--- config.mk ---
export PLATFORM = sky130hd
export DESIGN_NAME = imuldiv_div_issue
export DESIGN_NICKNAME = d
export VERILOG_FILES = /design/src/rtl/imuldiv_div_issue_pkg.sv /design/src/rtl/imuldiv_div_issue_tag_queue.sv /design/src/rtl/imuldiv_div_issue.sv
export SDC_FILE = /design/constraint.sdc
export NUM_CORES = 1
export LEC_CHECK = 0
export BUFFER_PORTS_ARGS = -buffer_cell sky130_fd_sc_hd__buf_2
export CORE_AREA = 2 2 96 98
export DETAILED_ROUTE_END_ITERATION = 8
export DIE_AREA = 0 0 98 100
export PLACE_DENSITY_LB_ADDON = 0.08
export SLEW_MARGIN = 20
export SYNTH_ARGS = -nofsm -noshare
export SYNTH_HDL_FRONTEND = slang
export SYNTH_SLANG_ARGS = --single-unit
--- constraint.sdc ---
create_clock -name clk -period 2.7 [get_ports clk]
set_input_delay 0.405 -clock clk [delete_from_list [all_inputs] [get_ports clk]]
set_output_delay 0.405 -clock clk [all_outputs]
set_load 0.05 [all_outputs]
--- src/rtl/imuldiv_div_issue_pkg.sv ---
// Shared definitions for the divide-issue client: op encodings, tag layout and
// the divide-request function codes used by the iterative divider.
package imuldiv_div_issue_pkg;

    localparam logic [1:0] IMULDIV_DIVOP_DIV  = 2'd0;
    localparam logic [1:0] IMULDIV_DIVOP_DIVU = 2'd1;
    localparam logic [1:0] IMULDIV_DIVOP_REM  = 2'd2;
    localparam logic [1:0] IMULDIV_DIVOP_REMU = 2'd3;

    localparam logic IMULDIV_DIVREQ_MSG_FUNC_SIGNED   = 1'b0;
    localparam logic IMULDIV_DIVREQ_MSG_FUNC_UNSIGNED = 1'b1;

    localparam int IMULDIV_DIV_TAG_W = 6;

    typedef struct packed {
        logic       rem_sel;
        logic [4:0] waddr;
    } div_tag_t;

    function automatic logic div_op_is_rem(input logic [1:0] op);
        return (op == IMULDIV_DIVOP_REM) || (op == IMULDIV_DIVOP_REMU);
    endfunction

    function automatic logic div_op_fn(input logic [1:0] op);
        return ((op == IMULDIV_DIVOP_DIVU) || (op == IMULDIV_DIVOP_REMU)) ?
               IMULDIV_DIVREQ_MSG_FUNC_UNSIGNED : IMULDIV_DIVREQ_MSG_FUNC_SIGNED;
    endfunction

endpackage

--- src/rtl/imuldiv_div_issue_tag_queue.sv ---
// imuldiv_div_tag_queue: small synchronous FIFO holding the destination and
// result-select of every operation outstanding in the divider.
module imuldiv_div_tag_queue
    import imuldiv_div_issue_pkg::*;
#(
    parameter int DEPTH = 2,
    parameter int WIDTH = IMULDIV_DIV_TAG_W
) (
    input  logic             clk,
    input  logic             reset,
    input  logic             i_push,
    input  logic [WIDTH-1:0] i_push_data,
    input  logic             i_pop,
    output logic [WIDTH-1:0] o_head,
    output logic             o_full,
    output logic             o_empty
);

    localparam int AW = (DEPTH > 1) ? $clog2(DEPTH) : 1;
    localparam int CW = $clog2(DEPTH + 1);
    localparam logic [AW-1:0] LAST_IDX = AW'(DEPTH - 1);
    localparam logic [CW-1:0] FULL_CNT = CW'(DEPTH);

    logic [WIDTH-1:0] r_mem [DEPTH];
    logic [AW-1:0]    r_wptr;
    logic [AW-1:0]    r_rptr;
    logic [CW-1:0]    r_count;
    logic             w_do_push;
    logic             w_do_pop;

    // Explicit wrap keeps non-power-of-two depths safe as well.
    function automatic logic [AW-1:0] ptr_next(input logic [AW-1:0] p);
        if (p == LAST_IDX) begin
            return {AW{1'b0}};
        end else begin
            return p + AW'(1'b1);
        end
    endfunction

    assign o_full    = (r_count == FULL_CNT);
    assign o_empty   = (r_count == {CW{1'b0}});
    assign w_do_push = i_push && !o_full;
    assign w_do_pop  = i_pop && !o_empty;
    assign o_head    = r_mem[r_rptr];

    // Storage write
    always_ff @(posedge clk) begin
        if (w_do_push) begin
            r_mem[r_wptr] <= i_push_data;
        end
    end

    // Pointer and occupancy update
    always_ff @(posedge clk) begin
        if (reset) begin
            r_wptr  <= {AW{1'b0}};
            r_rptr  <= {AW{1'b0}};
            r_count <= {CW{1'b0}};
        end else begin
            if (w_do_push) begin
                r_wptr <= ptr_next(r_wptr);
            end
            if (w_do_pop) begin
                r_rptr <= ptr_next(r_rptr);
            end
            case ({w_do_push, w_do_pop})
                2'b10:   r_count <= r_count + CW'(1'b1);
                2'b01:   r_count <= r_count - CW'(1'b1);
                default: r_count <= r_count;
            endcase
        end
    end

endmodule

--- src/rtl/imuldiv_div_issue.sv ---
// Divide-issue client: forwards div/rem ops to the divider, tracks them in order
// and presents the selected result on a registered writeback port.
// Optional macro IMULDIV_DIV_ZERO_BYPASS_EN completes zero-divisor ops locally.
module imuldiv_div_issue
    import imuldiv_div_issue_pkg::*;
#(
    parameter int DEPTH = 2
) (
    input  logic        clk,
    input  logic        reset,
    input  logic        in_val,
    output logic        in_rdy,
    input  logic [1:0]  in_op,
    input  logic [31:0] in_a,
    input  logic [31:0] in_b,
    input  logic [4:0]  in_waddr,
    output logic        divreq_msg_fn,
    output logic [31:0] divreq_msg_a,
    output logic [31:0] divreq_msg_b,
    output logic        divreq_val,
    input  logic        divreq_rdy,
    input  logic [63:0] divresp_msg_result,
    input  logic        divresp_val,
    output logic        divresp_rdy,
    output logic        wb_val,
    input  logic        wb_rdy,
    output logic [31:0] wb_data,
    output logic [4:0]  wb_waddr
);

    div_tag_t    w_push_tag;
    div_tag_t    w_head_tag;
    logic        w_q_full;
    logic        w_q_empty;
    logic        w_push;
    logic        w_pop;
    logic        w_wb_space;
    logic        w_resp_fire;
    logic        w_byp_fire;
    logic        w_load;
    logic [31:0] w_load_data;
    logic [4:0]  w_load_waddr;
    logic        r_wb_full;
    logic [31:0] r_wb_data;
    logic [4:0]  r_wb_waddr;

    assign divreq_msg_fn = div_op_fn(in_op);
    assign divreq_msg_a  = in_a;
    assign divreq_msg_b  = in_b;

    assign w_wb_space  = !r_wb_full || wb_rdy;
    assign divresp_rdy = w_wb_space;
    assign w_resp_fire = divresp_val && divresp_rdy;
    // A response with nothing outstanding is dropped rather than written back.
    assign w_pop       = w_resp_fire && !w_q_empty;

`ifdef IMULDIV_DIV_ZERO_BYPASS_EN
    logic w_byp_cand;
    logic w_byp_ok;

    assign w_byp_cand = in_val && (in_b == 32'd0);
    // Empty queue guarantees the local result cannot overtake a divider result.
    assign w_byp_ok   = w_q_empty && w_wb_space;
    assign w_byp_fire = w_byp_cand && w_byp_ok;
    assign divreq_val = in_val && !w_q_full && !w_byp_cand;
    assign in_rdy     = w_byp_cand ? w_byp_ok : (divreq_rdy && !w_q_full);
`else
    assign w_byp_fire = 1'b0;
    assign divreq_val = in_val && !w_q_full;
    assign in_rdy     = divreq_rdy && !w_q_full;
`endif

    assign w_push             = divreq_val && divreq_rdy;
    assign w_push_tag.rem_sel = div_op_is_rem(in_op);
    assign w_push_tag.waddr   = in_waddr;

    imuldiv_div_tag_queue #(
        .DEPTH (DEPTH),
        .WIDTH (IMULDIV_DIV_TAG_W)
    ) u_tag_queue (
        .clk         (clk),
        .reset       (reset),
        .i_push      (w_push),
        .i_push_data (w_push_tag),
        .i_pop       (w_pop),
        .o_head      (w_head_tag),
        .o_full      (w_q_full),
        .o_empty     (w_q_empty)
    );

    // Select what, if anything, loads the writeback register this cycle
    always_comb begin
        w_load       = 1'b0;
        w_load_data  = 32'd0;
        w_load_waddr = 5'd0;
        if (w_pop) begin
            w_load       = 1'b1;
            w_load_data  = w_head_tag.rem_sel ? divresp_msg_result[63:32]
                                              : divresp_msg_result[31:0];
            w_load_waddr = w_head_tag.waddr;
        end else if (w_byp_fire) begin
            w_load       = 1'b1;
            w_load_data  = div_op_is_rem(in_op) ? in_a : 32'hFFFF_FFFF;
            w_load_waddr = in_waddr;
        end else begin
            w_load       = 1'b0;
        end
    end

    // Writeback holding register; a load in the drain cycle keeps it full
    always_ff @(posedge clk) begin
        if (reset) begin
            r_wb_full  <= 1'b0;
            r_wb_data  <= 32'd0;
            r_wb_waddr <= 5'd0;
        end else if (w_load) begin
            r_wb_full  <= 1'b1;
            r_wb_data  <= w_load_data;
            r_wb_waddr <= w_load_waddr;
        end else if (wb_rdy) begin
            r_wb_full  <= 1'b0;
        end
    end

    assign wb_val   = r_wb_full;
    assign wb_data  = r_wb_data;
    assign wb_waddr = r_wb_waddr;

endmodule
# After elaboration in Yosys (flattened, before gate mapping)
# Memories as Yosys holds them, arrays and structs flattened. A register that Yosys moved wholly into a read port is not among the register bits.
# Index checks and enable logic that the tools add are counted.
[totals]
mem_bits_rw = 12
ff_bits = 42
output_inout_bits = 106
elab_cells = 47
input_bits = 141
memories = 1
[classes]
n_eq_ne = 6
mux = 14
n_reduce_logical = 16
add_sub_neg = 4
[mem_list]
columns = ["name", "depth", "word_bits", "read_ports", "rd_clocked_by_memory_dff", "write_ports", "line_no", "rtl"]
rows = [
  ["u_tag_queue.r_mem", 2, 6, 1, 1, 1, "imuldiv_div_issue_tag_queue.sv:24", "logic [WIDTH-1:0] r_mem [DEPTH];"],
]
[op_table]
columns = ["op", "count"]
rows = [
  ["32-bit two-way mux", 2],
  ["1-bit two-way mux", 10],
  ["2-bit equality test (second input constant)", 4],
  ["1-bit logical AND", 7],
  ["5-bit two-way mux", 1],
  ["2-bit by 1-bit equality test with 1-bit output (second input constant)", 2],
  ["2-bit one-hot mux with 2 select lines", 1],
  ["2-bit nonzero test", 2],
  ["1-bit logical NOT", 3],
  ["1-bit logical OR", 3],
  ["1-bit adder (second input constant)", 2],
  ["2-bit by 1-bit adder with 2-bit output (second input constant)", 1],
  ["2-bit logical NOT", 1],
  ["2-bit by 1-bit subtractor with 2-bit output (second input constant)", 1],
]

# Depth between registers and ports, before layout
# Gate-level depths: netlist (run 1).
[depth]
word_depth = 7
ltp_mapped = 7
depth_no_buf = 6

# Modules after synthesis
# From an unflattened synthesis (run 1), not the netlist that was laid out.
[hier_totals]
cells_unflattened = 288
hier_area_um2 = 2990.4
[modules_own_cells]
columns = ["module", "seq_area_each_um2", "cells_each", "instances", "area_per_inst_um2"]
rows = [
  ["imuldiv_div_issue", 760.7, 243, 1, 2334.7],
  ["imuldiv_div_tag_queue", 460.4, 45, 1, 655.6],
]

# Worst setup path after synthesis (run 1)
# Ideal clock, no wire load.
[synth_path]
kind = "reg2reg"
from = "register r_wb_full (netlist: wb_val)"
to = "register u_tag_queue.r_count[1]"
required_time_ns = 2.630
path_buffers = 1
period_less_slack_ns = 1.979
setup_time_ns = 0.070
setup_slack_ns = 0.721
stages_incl_launch_ff = 7
t_arrival_ns = 1.908
cell_sequence = "dfxtp_1 nor2b_4 nor2_1 buf_2 ha_1 or3_1 a21oi_1"
[synth_via]
elab_chain_cells = 7
elab_cells_between_ends = 9
classes_between = "eq/ne (2); mux (1); reduce/logical (6)"
[synth_rtl]
columns = ["element", "line_no", "rtl"]
rows = [
  ["start, declared", "imuldiv_div_issue.sv:43", "logic r_wb_full;"],
  ["start signal, assigned", "imuldiv_div_issue.sv:113", "r_wb_full <= 1'b0;"],
  ["start signal, assigned", "imuldiv_div_issue.sv:117", "r_wb_full <= 1'b1;"],
  ["start signal, assigned", "imuldiv_div_issue.sv:121", "r_wb_full <= 1'b0;"],
  ["1-bit logical NOT *", "imuldiv_div_issue.sv:51", "assign w_wb_space = !r_wb_full || wb_rdy;"],
  ["1-bit logical OR *", "imuldiv_div_issue.sv:51", ""],
  ["1-bit logical AND *", "imuldiv_div_issue.sv:53", "assign w_resp_fire = divresp_val && divresp_rdy;"],
  ["1-bit logical AND *", "imuldiv_div_issue.sv:55", "assign w_pop = w_resp_fire && !w_q_empty;"],
  ["net u_tag_queue.i_pop", "imuldiv_div_issue_tag_queue.sv:13", "input logic i_pop,"],
  ["1-bit logical AND *", "imuldiv_div_issue_tag_queue.sv:43", "assign w_do_pop = i_pop && !o_empty;"],
  ["2-bit by 1-bit equality test with 1-bit output or 2-bit equality test (tied branches)", "imuldiv_div_issue_tag_queue.sv:66", "case ({w_do_push, w_do_pop})"],
  ["2-bit one-hot mux with 2 select lines or 2-bit nonzero test (tied branches)", "n/a", ""],
  ["end signal, assigned", "imuldiv_div_issue_tag_queue.sv:67", "2'b10: r_count <= r_count + CW'(1'b1);"],
  ["end signal, assigned", "imuldiv_div_issue_tag_queue.sv:68", "2'b01: r_count <= r_count - CW'(1'b1);"],
  ["end signal, assigned", "imuldiv_div_issue_tag_queue.sv:69", "default: r_count <= r_count;"],
  ["end, declared", "imuldiv_div_issue_tag_queue.sv:27", "logic [CW-1:0] r_count;"],
]
# The timed path passes the listed nets; every way through them passes the cells marked *.
# A chain may end at the register's enable or synchronous reset.

# Final worst setup path (run 1)
[layout_path]
from = "register r_wb_full (netlist: wb_val)"
to = "output port divresp_rdy"
[layout_via]
elab_chain_cells = 2
[layout_rtl]
columns = ["element", "line_no", "rtl"]
rows = [
  ["1-bit logical NOT", "imuldiv_div_issue.sv:51", ""],
  ["1-bit logical OR", "imuldiv_div_issue.sv:51", ""],
  ["end, declared", "imuldiv_div_issue.sv:24", "output logic divresp_rdy,"],
]
# Every way passes these cells.

==> run summary, run 1 <==
status = finished, final reports clean
Final Non-Filler Cells = 467
Worst Setup EP = divresp_rdy
Setup Crit Path Kind = reg -> out
Initial Util = 34.9%
hold crit path type = in -> reg
post-layout minimum cycle time = 2.01 ns
# diodes = 0
Max VDD drop = 0.000349 V
Synth async-reset ratio = 0%
Max Cap Viol = 0
PostCTS Resize Cnt = 0
H-tree depth = 2
die width = 98 um
Highest Signal Layer = met4
R2R Setup Slk = 0.73 ns
Slew @ Worst Pin = 0.616 ns
final net count = 497
Post-Route Setup TNS = 0 ns
Hold Violations, Final = 0
clock tree buffer depth = 2
CTS Sinks = 55
commonest non-fill, non-tap cell in the layout = buf_2
slowest stage delay, CP = 0.44 ns
arrival time worst endpoint = 1.61 ns
DP HPWL = 5250 um
EDFF count, synth = 12
IO Pins = 247
share of layout cells above drive strength 1 = 46.3%
clock buffer count from CTS = 5
DP Area = 3200 sq um
Rows = 35
Fmax achieved = 497 MHz
drt total wl = 7820 um
Core Area = 8890 sq um
Buffers on Ports = 116
DR vias/cell = 5.02
first-pass GRT wire length = 12000 um
via count = 2345
metal3 WL = 594 um
most frequent cells in the layout = buf_2 (116), nand2_1 (64), dfxtp_1 (43), a21oi_1 (42), a311oi_2 (30)
initial antenna violation count = 0
power per cell area = 1060 nW/um^2
vias in the first global route = 2334
Slowest cell on crit path = inv_1
worst r2r dst = wb_data[17]
Critical Path, Cell by Cell = nor2b_4, inv_1, buf_2
drt first pass iters = 4
clock tree from TritonCTS = done
met2 wire len = 3690 um
Max-slew headroom = 59.0%
total grt overflow = 0
Worst EP required = 2.30 ns
RSZ-0062 raised after global routing = false
clock-pin slew of the registers on the worst-case setup and hold paths = 0.11 ns
Synth Cell Area = 3100 sq um
Pwr Total = 3.50 mW
Most used DFF post-synth = dfxtp_1
Post-route DRC = 0
worst-path maximum fanout = 14
final worst-path cycle share = 74.6%
final design area excluding fillers = 3310 sq um
DIE AREA = 9800 sq um
M1 WL = 3290 um
area grow syn2layout = 6.86%
clock root cell = clkbuf_8
Setup Viol. Count Final = 0
clock skew = 0.00978 ns
Mapped Nets = 459
Critical Path End Type = output pin
Syn Inst Count = 317
post-synthesis register bit count = 55
CP Launch Type = register
Starting DRT DRC Count = 68
worst skew pair latency = 0.31 ns
r2r worst-path depth = 4
wire per inst = 16.8 um
# Post-CTS Setup Buffers = 0
largest net degree at the start of global routing = 38
CP Launch Point = wb_val
Seq/Total Area, Yosys = 39.4%
placed insts = 459
post-route ant nets = 0
synth warn = 0
cts hold-fix bufs = 0
max-slew violations = 0
Global Route Usage Sum = 15.3%
chip height = 100 um
Syn Area/Cell = 9.78 sq um
Leak = 1.37 nW
post-synthesis cell type count = 30
routability congestion estimate = 0.705
-- cells in the mapped netlist, types with 2 or more instances --
cell type / n / area, sq um
buf_4: 66 / 495
nand2_1: 64 / 240
dfxtp_1: 43 / 861
a21oi_1: 42 / 210
a311oi_2: 30 / 450
edfxtp_1: 12 / 360
buf_6: 11 / 124
clkbuf_1: 7 / 26.3
a211oi_1: 5 / 37.5
mux2i_1: 5 / 50.1
buf_2: 4 / 20.0
inv_1: 3 / 11.3
nor2_1: 3 / 11.3
a311oi_1: 2 / 17.5
and2_1: 2 / 12.5
clkbuf_8: 2 / 27.5
o21ai_0: 2 / 10.0
or3_1: 2 / 12.5
-- sequential cells by signal (all words and copies together), names as in the netlist, named ones only --
register and count:
wb_data 32, u_tag_queue.r_mem 12, u_tag_queue.r_rptr 1, u_tag_queue.r_wptr 1, wb_val 1, u_tag_queue.r_count 2, wb_waddr 5
-- through the flow --
step / hold slack [ns] / setup slack (ns) / util (%)
global route: 0.253 / 0.548 / 37.3
detailed placement: 0.514 / 0.717 / 36.0
finish: 0.270 / 0.687 / 37.3
CTS: 0.263 / 0.685 / 37.3
floorplan: 0.480 / 0.721 / -
global placement: 0.501 / 0.743 / 36.0
-- cell families (layout without fill, tap and decap cells) --
group,after synthesis,in the layout,share of synthesized area [%]
buffers and inverters,93,132,22.7
AOI/OAI and AO/OA,84,84,24.2
adders and majority gates,1,1,0.403
muxes,7,7,2.82
xor gates and xnor gates,2,2,0.565
and+or+nand+nor,75,75,9.92
DFF,55,55,39.4
-- power by group --
group / switching, mW / internal [mW]
registers: 0.123 / 1.04
clock network: 0.302 / 0.282
logic: 1.22 / 0.522
total: 1.65 / 1.85
-- worst min-delay path by stage --
stage,start,endpoint,slack [ns],cells past startpoint
finish,in_waddr[3],u_tag_queue.r_mem[1][3],0.27,1
global route,in_waddr[4],u_tag_queue.r_mem[1][4],0.25,1
floorplan,u_tag_queue.r_rptr,register,0.48,2
detailed placement,wb_data[15],wb_data[15],0.51,2
global placement,u_tag_queue.r_rptr,u_tag_queue.r_rptr,0.50,2
CTS,in_waddr[3],u_tag_queue.r_mem[0][3],0.26,1
-- cell type report --
class / instances / area (sq um)
timing repair buffer: 121 / 643
multi-input combinational: 169 / 1180
clock inverter: 3 / 47.5
sequential: 55 / 1220
clock buffer: 5 / 68.8
inverter: 3 / 11.3
tap: 111 / 139
fill: 934 / 5580
-- critical path: cells and delay by family, from the launching register on --
family	cells	cell delay, ns
buf+inv	2	0.81
flops	1	0.33
simple gates	1	0.14
-- per-layer routing --
layer  GRT usage, %  vias to the layer above
li1               -                     1118
met1           18.2                     1102
met2           25.6                       99
met3           4.60                       26
met4           6.84                        0
met5              0                        -
Note: power is estimated with default switching activity, not from simulation.
==> inputs of run 2 (changes only) <==
--- a/config.mk
+++ b/config.mk
@@ -5,10 +5,11 @@
 export SDC_FILE = /design/constraint.sdc
 export NUM_CORES = 1
 export LEC_CHECK = 0
+export ABC_AREA = 1
 export BUFFER_PORTS_ARGS = -buffer_cell sky130_fd_sc_hd__buf_2
-export CORE_AREA = 2 2 96 98
+export CORE_MARGIN = 2
+export CORE_UTILIZATION = 41
 export DETAILED_ROUTE_END_ITERATION = 8
-export DIE_AREA = 0 0 98 100
 export PLACE_DENSITY_LB_ADDON = 0.08
 export SLEW_MARGIN = 20
 export SYNTH_ARGS = -nofsm -noshare
==> constraint.sdc (replaced) <==
create_clock -name clk -period 1.96 [get_ports clk]
set_input_delay 0.294 -clock clk [delete_from_list [all_inputs] [get_ports clk]]
set_output_delay 0.294 -clock clk [all_outputs]
set_load 0.05 [all_outputs]
==> run summary, run 2 <==
Rows = 33
clock skew = 0.0122 ns
first-pass GRT wire length = 12300 um
Buffers on Ports = 116
Synth Area in Adders = 0.368%
R2R Setup Slk = 0.48 ns
Synth Cell Area = 3400 sq um
post-synthesis cell type count = 23
Simple-Gate Fraction of Synth Area = 33.3%
cell with the most instances after synthesis = nand2_1
vias in the first global route = 2438
clock root cell = clkbuf_8
CP Launch Point = u_tag_queue.r_count[0]
share of layout cells above drive strength 1 = 25.3%
clock buffer count from CTS = 5
Min-Delay Endpoint = wb_val
largest family of logic cells by synthesized area = simple AND/OR/NAND/NOR gates
Synth async-reset ratio = 0%
post-synthesis compound-gate area fraction = 1.47%
# diodes = 0
DR vias/cell = 4.38
clock tree from TritonCTS = done
DP Area = 3510 sq um
power per cell area = 964 nW/um^2
mux contribution to synthesized area = 0%
CP Launch Type = register
Most used DFF post-synth = dfxtp_1
synth top area cells = dfxtp_1 (25%), buf_4 (17%), nand2_1 (14%), nor2_1 (12%), edfxtp_1 (11%)
die width = 95.1 um
RSZ-0062 raised after global routing = false
min-delay src = reset
clock-pin slew of the registers on the worst-case setup and hold paths = 0.12 ns
max-slew violations = 0
post-route ant nets = 0
Post-Route Setup TNS = 0 ns
status = finished, final reports clean
Mapped Nets = 656
Fmax achieved = 596 MHz
DP HPWL = 6240 um
total grt overflow = 0
Initial Util = 41.9%
hold crit path type = in -> reg
Setup Crit Path Kind = reg -> out
area taken by multi-input logic gates = 1200 sq um
EDFF count, synth = 12
drt first pass iters = 5
final worst-path cycle share = 85.6%
commonest cells in the synthesized netlist = nand2_1 (130), nor2_1 (111), inv_1 (79), buf_4 (77), dfxtp_1 (43)
Sequential cell area = 1220 sq um
Synth Area in XOR/XNOR = 0%
Max Cap Viol = 0
cts hold-fix bufs = 0
post-synthesis register bit count = 55
Global Route Usage Sum = 17.7%
via count = 2901
post-synth top area share = 25.3%
clock tree buffer depth = 2
Critical Path End Type = output pin
final design area excluding fillers = 3610 sq um
Largest register FFs = 32
Starting DRT DRC Count = 70
# Post-CTS Setup Buffers = 0
post-layout minimum cycle time = 1.68 ns
initial antenna violation count = 0
Syn Inst Count = 514
synth warn = 0
Setup Viol. Count Final = 0
IO Pins = 247
final net count = 699
Slew @ Worst Pin = 0.501 ns
most frequent cells in the layout = nand2_1 (130), buf_2 (116), nor2_1 (111), inv_1 (79), dfxtp_1 (42)
DIE AREA = 9050 sq um
Max-slew headroom = 66.5%
hold-critical path depth = 2
Syn Area/Cell = 6.62 sq um
chip height = 95.1 um
Pwr Total = 3.48 mW
Worst EP required = 1.67 ns
arrival time worst endpoint = 1.38 ns
r2r worst-path depth = 8
Hold Violations, Final = 0
CTS Sinks = 55
library cell with the largest summed area after synthesis = dfxtp_1
routability congestion estimate = 0.767
Core Area = 8130 sq um
area grow syn2layout = 5.95%
H-tree depth = 2
Max VDD drop = 0.000444 V
worst reg2reg startpoint = u_tag_queue.r_count[0]
largest net degree at the start of global routing = 46
worst r2r dst = u_tag_queue.r_count[1]
commonest non-fill, non-tap cell in the layout = nand2_1
worst-path maximum fanout = 6
Seq/Total Area, Yosys = 35.9%
drt total wl = 8560 um
Post-route DRC = 0
wire per inst = 12.9 um
worst skew pair latency = 0.32 ns
layout filler cell count = 887
Leak = 2.08 nW
PostCTS Resize Cnt = 0
==> run 2: cell count changes after synthesis, sizes merged, moves of 3 or more <==
| cell | previous run | this run |
|---|---|---|
| nor2 | 3 | 114 |
| inv | 3 | 80 |
| nand2 | 64 | 133 |
| a21oi | 42 | 3 |
| nand3 | 1 | 34 |
| a311oi | 32 | 0 |
| mux2i | 6 | 0 |
| a211oi | 5 | 0 |
| clkbuf | 9 | 6 |
==> run 2: cell type report <==
class | count | area share (%)
Timing Repair Buffer | 123 | 18.2
Multi-Input combinational cell | 292 | 33.2
Clock buffer | 5 | 1.91
Clock inverter | 3 | 0.798
Inverter | 80 | 8.32
Tap cell | 105 | 3.64
Sequential cell | 55 | 33.9
==> run 2: worst max-delay path: stages, from the launching register on <==
cell      delay [ns]
dfxtp_1         0.44
inv_1           0.09
a21boi_1        0.22
buf_2           0.31
==> run 2: kinds of logic after synthesis <==
| family | Yosys count |
|---|---|
| simple gates | 283 |
| flops | 55 |
| buf+inv | 167 |
| fa+ha+maj | 1 |
| compound gates | 8 |
==> run 2: report_power, final <==
| group | leakage, nW | internal (mW) | total, mW | switching [mW] |
|---|---|---|---|---|
| Clock | 0.0511 | 0.271 | 0.703 | 0.432 |
| Combinational | 1.56 | 0.384 | 1.38 | 0.994 |
| Sequential | 0.463 | 1.31 | 1.40 | 0.0858 |
| Total | 2.08 | 1.97 | 3.48 | 1.51 |
==> run 2: worst max path at each step <==
stage | depth (start not counted) | to | slack [ns]
after floorplan | 4 | u_tag_queue.r_mem[0][0] | 0.02
after global placement | 9 | u_tag_queue.r_count[1] | 0.52
after detailed placement | 9 | u_tag_queue.r_count[1] | 0.50
after CTS | 3 | in_rdy | 0.27
after global routing | 3 | in_rdy | 0.18
final | 3 | divreq_val | 0.28
==> run 2: metrics by stage <==
stage,setup slack (ns),utilization (%),cells,hold WS (ns)
floorplan,0.0230,-,514,0.356
detailed placement,0.501,43.1,655,0.454
CTS,0.266,44.3,663,0.130
global route,0.181,44.3,663,0.115
finish,0.283,44.3,663,0.140
global placement,0.516,43.1,655,0.455
==> run 2: layer usage <==
metal / track usage [%] / share of wire, %
met1: 20.7 / 40
met2: 30.9 / 49
met3: 4.66 / 7.7
met4: 6.88 / 3.1
met5: 0 / 0
